### config.mk
export PLATFORM = sky130hd
export DESIGN_NAME = temp_uart_formatter_flat
export DESIGN_NICKNAME = d
export VERILOG_FILES = /design/src/rtl/temp_uart_formatter_if.sv /design/src/rtl/temp_uart_formatter.sv /design/src/flat_wrapper.sv
export SDC_FILE = /design/constraint.sdc
export NUM_CORES = 1
export LEC_CHECK = 0
export BUFFER_PORTS_ARGS = -buffer_cell sky130_fd_sc_hd__buf_4
export CORE_ASPECT_RATIO = 2
export CORE_MARGIN = 5
export CORE_UTILIZATION = 35
export DETAILED_ROUTE_END_ITERATION = 10
export SLEW_MARGIN = 30
export SYNTH_ARGS = -nofsm -noshare
export SYNTH_HDL_FRONTEND = slang
export SYNTH_SLANG_ARGS = --single-unit
### constraint.sdc
create_clock -name clk -period 2.7 [get_ports clk]
set_input_delay 0.675 -clock clk [delete_from_list [all_inputs] [get_ports clk]]
set_output_delay 0.675 -clock clk [all_outputs]
set_load 0.01 [all_outputs]
### src/rtl/temp_uart_formatter_if.sv
// Handshake bundle between a temperature source, the ASCII formatter and a UART transmitter.
// The formatter takes the slave side; whoever feeds samples and done ticks takes the master side.
interface temp_uart_formatter_if;
    logic        temp_valid;
    logic [11:0] temp_data;
    logic        tx_done_tick;
    logic [7:0]  data_byte;
    logic        tx_start;
    logic        busy;
    logic        overrun;

    modport master (
        output temp_valid, temp_data, tx_done_tick,
        input  data_byte, tx_start, busy, overrun
    );

    modport slave (
        input  temp_valid, temp_data, tx_done_tick,
        output data_byte, tx_start, busy, overrun
    );
endinterface

### src/rtl/temp_uart_formatter.sv
// Turns a 12-bit signed temperature sample (1/16 degC) into an ASCII frame such as "+025.0\r\n"
// and hands it byte by byte to a UART transmitter using an active-low start / done-tick handshake.
module temp_uart_formatter #(
    parameter bit SEND_LF = 1'b1
) (
    input  logic                 clk,
    input  logic                 reset,
    temp_uart_formatter_if.slave bus
);

    typedef enum logic [1:0] {IDLE, CONVERT, SEND, WAIT} state_t;

    localparam logic [2:0] LAST_IDX = SEND_LF ? 3'd7 : 3'd6;

    state_t      state_q, state_d;
    logic        sign_q;
    logic [3:0]  frac_q;
    logic [7:0]  bin_q;
    logic [11:0] bcd_q;
    logic [2:0]  bit_cnt_q;
    logic [2:0]  idx_q;
    logic [7:0]  data_byte_q;
    logic        tx_start_q;
    logic        busy_q;
    logic        overrun_q;

    logic        capture, shift, load_byte, next_byte, finish;
    logic [11:0] mag;
    logic [7:0]  tenths;
    logic [7:0]  frame_byte;

    // Double-dabble correction: any BCD digit of 5 or more gets +3 before the shift.
    function automatic logic [11:0] add3(input logic [11:0] b);
        logic [11:0] r;
        for (int k = 0; k < 3; k++) begin
            r[4*k +: 4] = (b[4*k +: 4] >= 4'd5) ? b[4*k +: 4] + 4'd3 : b[4*k +: 4];
        end
        return r;
    endfunction

    // 0x800 negates to itself, which read as unsigned is exactly the 2048 we want.
    assign mag    = bus.temp_data[11] ? (~bus.temp_data + 12'd1) : bus.temp_data;
    assign tenths = ({4'b0000, frac_q} * 8'd10) >> 4;

    always_comb begin
        frame_byte = 8'h00;
        case (idx_q)
            3'd0:    frame_byte = sign_q ? 8'h2D : 8'h2B;
            3'd1:    frame_byte = {4'h3, bcd_q[11:8]};
            3'd2:    frame_byte = {4'h3, bcd_q[7:4]};
            3'd3:    frame_byte = {4'h3, bcd_q[3:0]};
            3'd4:    frame_byte = 8'h2E;
            3'd5:    frame_byte = 8'h30 + tenths;
            3'd6:    frame_byte = 8'h0D;
            default: frame_byte = 8'h0A;
        endcase
    end

    // NOTE: every output of this block gets a default first, so no path can infer a latch.
    always_comb begin
        state_d   = state_q;
        capture   = 1'b0;
        shift     = 1'b0;
        load_byte = 1'b0;
        next_byte = 1'b0;
        finish    = 1'b0;
        case (state_q)
            IDLE: begin
                if (bus.temp_valid) begin
                    capture = 1'b1;
                    state_d = CONVERT;
                end
            end
            CONVERT: begin
                shift = 1'b1;
                if (bit_cnt_q == 3'd7) state_d = SEND;
            end
            SEND: begin
                load_byte = 1'b1;
                state_d   = WAIT;
            end
            WAIT: begin
                if (bus.tx_done_tick) begin
                    if (idx_q == LAST_IDX) begin
                        finish  = 1'b1;
                        state_d = IDLE;
                    end else begin
                        next_byte = 1'b1;
                        state_d   = SEND;
                    end
                end
            end
            default: state_d = IDLE;
        endcase
    end

    // NOTE: sequential state uses non-blocking assignments so every register samples pre-edge values.
    always_ff @(posedge clk or negedge reset) begin
        if (!reset) state_q <= IDLE;
        else        state_q <= state_d;
    end

    always_ff @(posedge clk or negedge reset) begin
        if (!reset) begin
            sign_q    <= 1'b0;
            frac_q    <= 4'h0;
            bin_q     <= 8'h00;
            bcd_q     <= 12'h000;
            bit_cnt_q <= 3'd0;
            idx_q     <= 3'd0;
        end else if (capture) begin
            sign_q    <= bus.temp_data[11];
            frac_q    <= mag[3:0];
            bin_q     <= mag[11:4];
            bcd_q     <= 12'h000;
            bit_cnt_q <= 3'd0;
            idx_q     <= 3'd0;
        end else if (shift) begin
            {bcd_q, bin_q} <= {add3(bcd_q), bin_q} << 1;
            bit_cnt_q      <= bit_cnt_q + 3'd1;
        end else if (next_byte) begin
            idx_q <= idx_q + 3'd1;
        end
    end

    // Registered outputs: the byte chosen in SEND reaches the transmitter together with the start strobe
    // on the following cycle and stays put until the next SEND.
    always_ff @(posedge clk or negedge reset) begin
        if (!reset) begin
            data_byte_q <= 8'h00;
            tx_start_q  <= 1'b1;
            busy_q      <= 1'b0;
            overrun_q   <= 1'b0;
        end else begin
            tx_start_q <= ~load_byte;
            if (load_byte) data_byte_q <= frame_byte;
            if (capture)     busy_q <= 1'b1;
            else if (finish) busy_q <= 1'b0;
            overrun_q <= bus.temp_valid & busy_q;
        end
    end

    assign bus.data_byte = data_byte_q;
    assign bus.tx_start  = tx_start_q;
    assign bus.busy      = busy_q;
    assign bus.overrun   = overrun_q;

endmodule

### src/flat_wrapper.sv
// flat-port wrapper written by rule: the top's interface ports become plain ports
module temp_uart_formatter_flat 
#(
    parameter bit SEND_LF = 1'b1
)
  (clk, reset, bus_temp_valid, bus_temp_data, bus_tx_done_tick, bus_data_byte, bus_tx_start, bus_busy, bus_overrun);
  temp_uart_formatter_if bus_i ();
  input  logic clk;
  input  logic reset;
  input wire logic [$bits(bus_i.temp_valid)-1:0] bus_temp_valid;
  input wire logic [$bits(bus_i.temp_data)-1:0] bus_temp_data;
  input wire logic [$bits(bus_i.tx_done_tick)-1:0] bus_tx_done_tick;
  output wire logic [$bits(bus_i.data_byte)-1:0] bus_data_byte;
  output wire logic [$bits(bus_i.tx_start)-1:0] bus_tx_start;
  output wire logic [$bits(bus_i.busy)-1:0] bus_busy;
  output wire logic [$bits(bus_i.overrun)-1:0] bus_overrun;
  assign bus_i.temp_valid = bus_temp_valid;
  assign bus_i.temp_data = bus_temp_data;
  assign bus_i.tx_done_tick = bus_tx_done_tick;
  assign bus_data_byte = bus_i.data_byte;
  assign bus_tx_start = bus_i.tx_start;
  assign bus_busy = bus_i.busy;
  assign bus_overrun = bus_i.overrun;
  temp_uart_formatter #(.SEND_LF(SEND_LF)) u_core (.clk(clk), .reset(reset), .bus(bus_i));
endmodule
==> results.md <==
* Largest cells by area after synthesis: sky130_fd_sc_hd__dfrtp_1 41%, sky130_fd_sc_hd__ha_1 9.0%, sky130_fd_sc_hd__nand2_1 4.5%
* Endpoints failing hold at 0
* Total cell area at the placement stage at 0.00280 sq mm
* Clock Sinks at 42
* Transition time at the pin with the least slew margin at 0.605 ns
* Number of diodes at 0
* Post-route minimum period at 2.04 ns
* Max incr delay on CP at 0.50 ns
* Normalized max-slew margin at 59.6%
* H-tree lvl count at 2
* Worst slack after detailed placement at 0.361 ns
* Post-synthesis cell count at 269
* Total gr overflow at 0
* Avg Inst Size Synth at 9.35 sq um
* Horizontal die dimension at 70.0 um
* Number of nets in the layout at 328
* Post-Route Skew at 0.00498 ns
* CP delay by family, top: simple AND/OR/NAND/NOR gates
* Via count of the routed design at 2,002
* Clock slew at reported path FFs at 0.06 ns
* Net switching power at 0.00136 W
* Setup repair after global routing missed its margin: no
* Portion of total power attributed to sequential cells at 35.6%
* Commonest cells after routing, fill and taps aside: 41 x sky130_fd_sc_hd__dfrtp_1, 30 x sky130_fd_sc_hd__nand2_1, 30 x sky130_fd_sc_hd__buf_4
* Initial core utilization at 36.0%
* Largest net degree at the start of global routing at 43
* Total Routed Length at 5.54 mm
* Number of antenna violations at the first check in global routing at 0
* Top Ports at 27
* Cts hold-fix bufs at 0
* Clk Latency, worst-skew pair at 0.29 ns
* Largest vdd supply drop at 429 uV
* Achievable Freq at 491 MHz
* Final-report max-slew violation count at 0
* Most common library cell in the layout ignoring fill and taps: sky130_fd_sc_hd__dfrtp_1
* Internal at 0.00201 W
* Share of post-route cells with drive strength above 1 at 16.0%
* DP HPWL at 4.24 mm
* Row count at 43
* Post-DR vias/cell at 5.23
* Synthesis warning total at 0
* Part of the power in combinational logic at 47.5%
* Post CTS Setup Buffer Count at 0
* Final design instance area without fill at 0.00294 sq mm
* Arrival time at the worst endpoint at 2.18 ns
* Dominant cell type by area after synthesis: sky130_fd_sc_hd__dfrtp_1
* Buffering stage count on the worst path with inverters included at 2
* Syn Std Cell Area at 0.00252 sq mm
* Die area at 0.00909 sq mm
* Post-cts resize count at 0
* Clock tree root buffer cell: sky130_fd_sc_hd__clkbuf_16
* Vias in the first global route at 2,022
* Accumulated negative setup slack at 0 ns
* Highest net fanout along the worst path at 4
* Post-detailed-route count of antenna-violating nets at 0
* Total GRT Usage at 13.2%
* DRC violation count after routing at 0
* Leakage power of the design at 1.32 nW
* Setup crit start kind: input pin
* Wire length of the first global-routing pass at 9.39 mm
* Part of the cycle the worst path needs at 75.4%
* Worst setup path class: input pin to flop
* Kind of capture point of the worst setup path: flop
* Setup violations, final at 0
* Area share of the largest cell type after synthesis at 40.8%
* MaxCap Viol Count at 0
* Num CTS Buffers at 5
* Slack of the critical path at 0.664 ns
* Clock tree from TritonCTS: built
* Chip Height at 130 um
* First drt pass iteration count at 4
* Critical path required time at 2.85 ns
* CP Cell Sequence: buf_4, inv_1, ha_1, or4b_1, o41ai_1, xor2_1, a21oi_1
* Ratio of total power to cell area at 1150 mW/mm^2
* Area growth from synthesis to layout at 16.7%
* Status: complete, no violations
* Last weighted congestion value of the routability-driven placer at 0.809
* Number of distinct library cell variants in the gate-level netlist after synthesis at 51
* 1st-iter DRT viols at 91
* Sw frac at 40.4%
* Buffers from clock root to sink, at most at 2
* Proportion of register bits with asynchronous set or reset after synthesis at 100%
* Area of the core at 0.00699 sq mm
* Clock Power Share at 17.0%
* Slowest CP cell: sky130_fd_sc_hd__or4b_1
* Buffers added on ports at 24
* Type of the worst min-delay path: input pin to async pin
* Number of enable-type register cells in the synthesized netlist at 0
* Fraction of the yosys area taken by sequential cells at 41.8%
* Flop and latch count out of synthesis at 42
* Most used flip-flop cell after synthesis: sky130_fd_sc_hd__dfrtp_1
* Per-cell routed wire length at 14.5 um
worst paths after layout:
path	slack, ns	end	depth (start not counted)	start
max	0.66	u_core.bin_q[6]	7	bus_temp_data[0]
min	0.38	u_core.state_q[0]	1	reset
max reg2reg	0.70	u_core.bus.data_byte[2]	7	u_core.frac_q[3]
min reg2reg	0.49	u_core.bit_cnt_q[0]	1	u_core.bit_cnt_q[0]
max in group asynchronous	1.94	u_core.bcd_q[2]	1	reset
min in group clk	0.49	u_core.bit_cnt_q[0]	1	u_core.bit_cnt_q[0]
synth_stat cells (2+ instances only):
master,instances
sky130_fd_sc_hd__xnor2_1,9
sky130_fd_sc_hd__nand2_1,30
sky130_fd_sc_hd__mux2_1,6
sky130_fd_sc_hd__xor2_1,7
sky130_fd_sc_hd__a22o_1,6
sky130_fd_sc_hd__o32ai_1,2
sky130_fd_sc_hd__buf_4,2
sky130_fd_sc_hd__inv_2,3
sky130_fd_sc_hd__o22ai_1,9
sky130_fd_sc_hd__mux2i_1,4
sky130_fd_sc_hd__and2_1,2
sky130_fd_sc_hd__nand2b_1,4
sky130_fd_sc_hd__a31oi_1,2
sky130_fd_sc_hd__mux2_2,4
sky130_fd_sc_hd__nand3_1,3
sky130_fd_sc_hd__inv_1,15
sky130_fd_sc_hd__dfrtp_1,41
sky130_fd_sc_hd__ha_1,18
sky130_fd_sc_hd__o211ai_1,2
sky130_fd_sc_hd__o21ai_0,9
sky130_fd_sc_hd__nor4_1,2
sky130_fd_sc_hd__clkbuf_1,11
sky130_fd_sc_hd__o21ai_1,9
sky130_fd_sc_hd__a21oi_1,21
sky130_fd_sc_hd__nor2_1,22
routing by layer:
layer | wire (um) | GRT usage, % | part of all wire (%) | vias to the layer above
li1 | - | - | - | 985
met1 | 2010 | 13.0 | 36 | 963
met2 | 3130 | 24.9 | 57 | 42
met3 | 206 | 2.24 | 3.7 | 12
met4 | 193 | 8.47 | 3.5 | 0
met5 | 0 | 0 | 0 | -
state kept, by name, indices dropped and copies added, names as in the netlist, 2 cells and up:
name and flops:
u_core.bcd_q 12, u_core.bin_q 8, u_core.bus.data_byte 6, u_core.frac_q 4, u_core.bit_cnt_q 3, u_core.idx_q 3
u_core.state_q 2
cells by family (layout without fill, tap and decap cells):
group	count (synthesis)	after routing	synth area share (%)
compound gates	73	73	18.3
xor+xnor	16	16	5.57
fa+ha+maj	19	19	9.75
buf+inv	32	55	5.07
flops	42	42	41.8
mux	14	14	6.07
other cells	1	2	0.149
simple gates	72	72	13.3
power by group through the flow:
stage | registers [W] | logic (W) | clock network (W)
3_3_place_gp | 0.00120 | 0.00158 | 0
3_5_place_dp | 0.00121 | 0.00162 | 0
6_report | 0.00120 | 0.00160 | 0.000571
4_1_cts | 0.00120 | 0.00163 | 0.000589
2_1_floorplan | 0.00112 | 0.00120 | 0
5_1_grt | 0.00125 | 0.00183 | 0.000610
stage by stage:
| stage | instances | utilization, % | hold WS [ns] | total power [W] |
|---|---|---|---|---|
| 6_report | 383 | 42.0 | 0.375 | 0.00337 |
| 5_1_grt | 383 | 42.0 | 0.431 | 0.00369 |
| 4_1_cts | 383 | 42.0 | 0.397 | 0.00342 |
| 3_5_place_dp | 376 | 40.1 | 0.477 | 0.00283 |
| 3_3_place_gp | 376 | 40.1 | 0.470 | 0.00278 |
| 2_1_floorplan | 270 | - | 0.379 | 0.00232 |
layout make-up:
type                       count  area, sq um
clock buffer                   7          133
timing repair buffer          30          225
fill                         730         4060
multi-input combinational    196         1350
tap                           90          113
inverter                      18         67.6
sequential                    42         1050
Note: power is estimated with default switching activity, not from simulation.
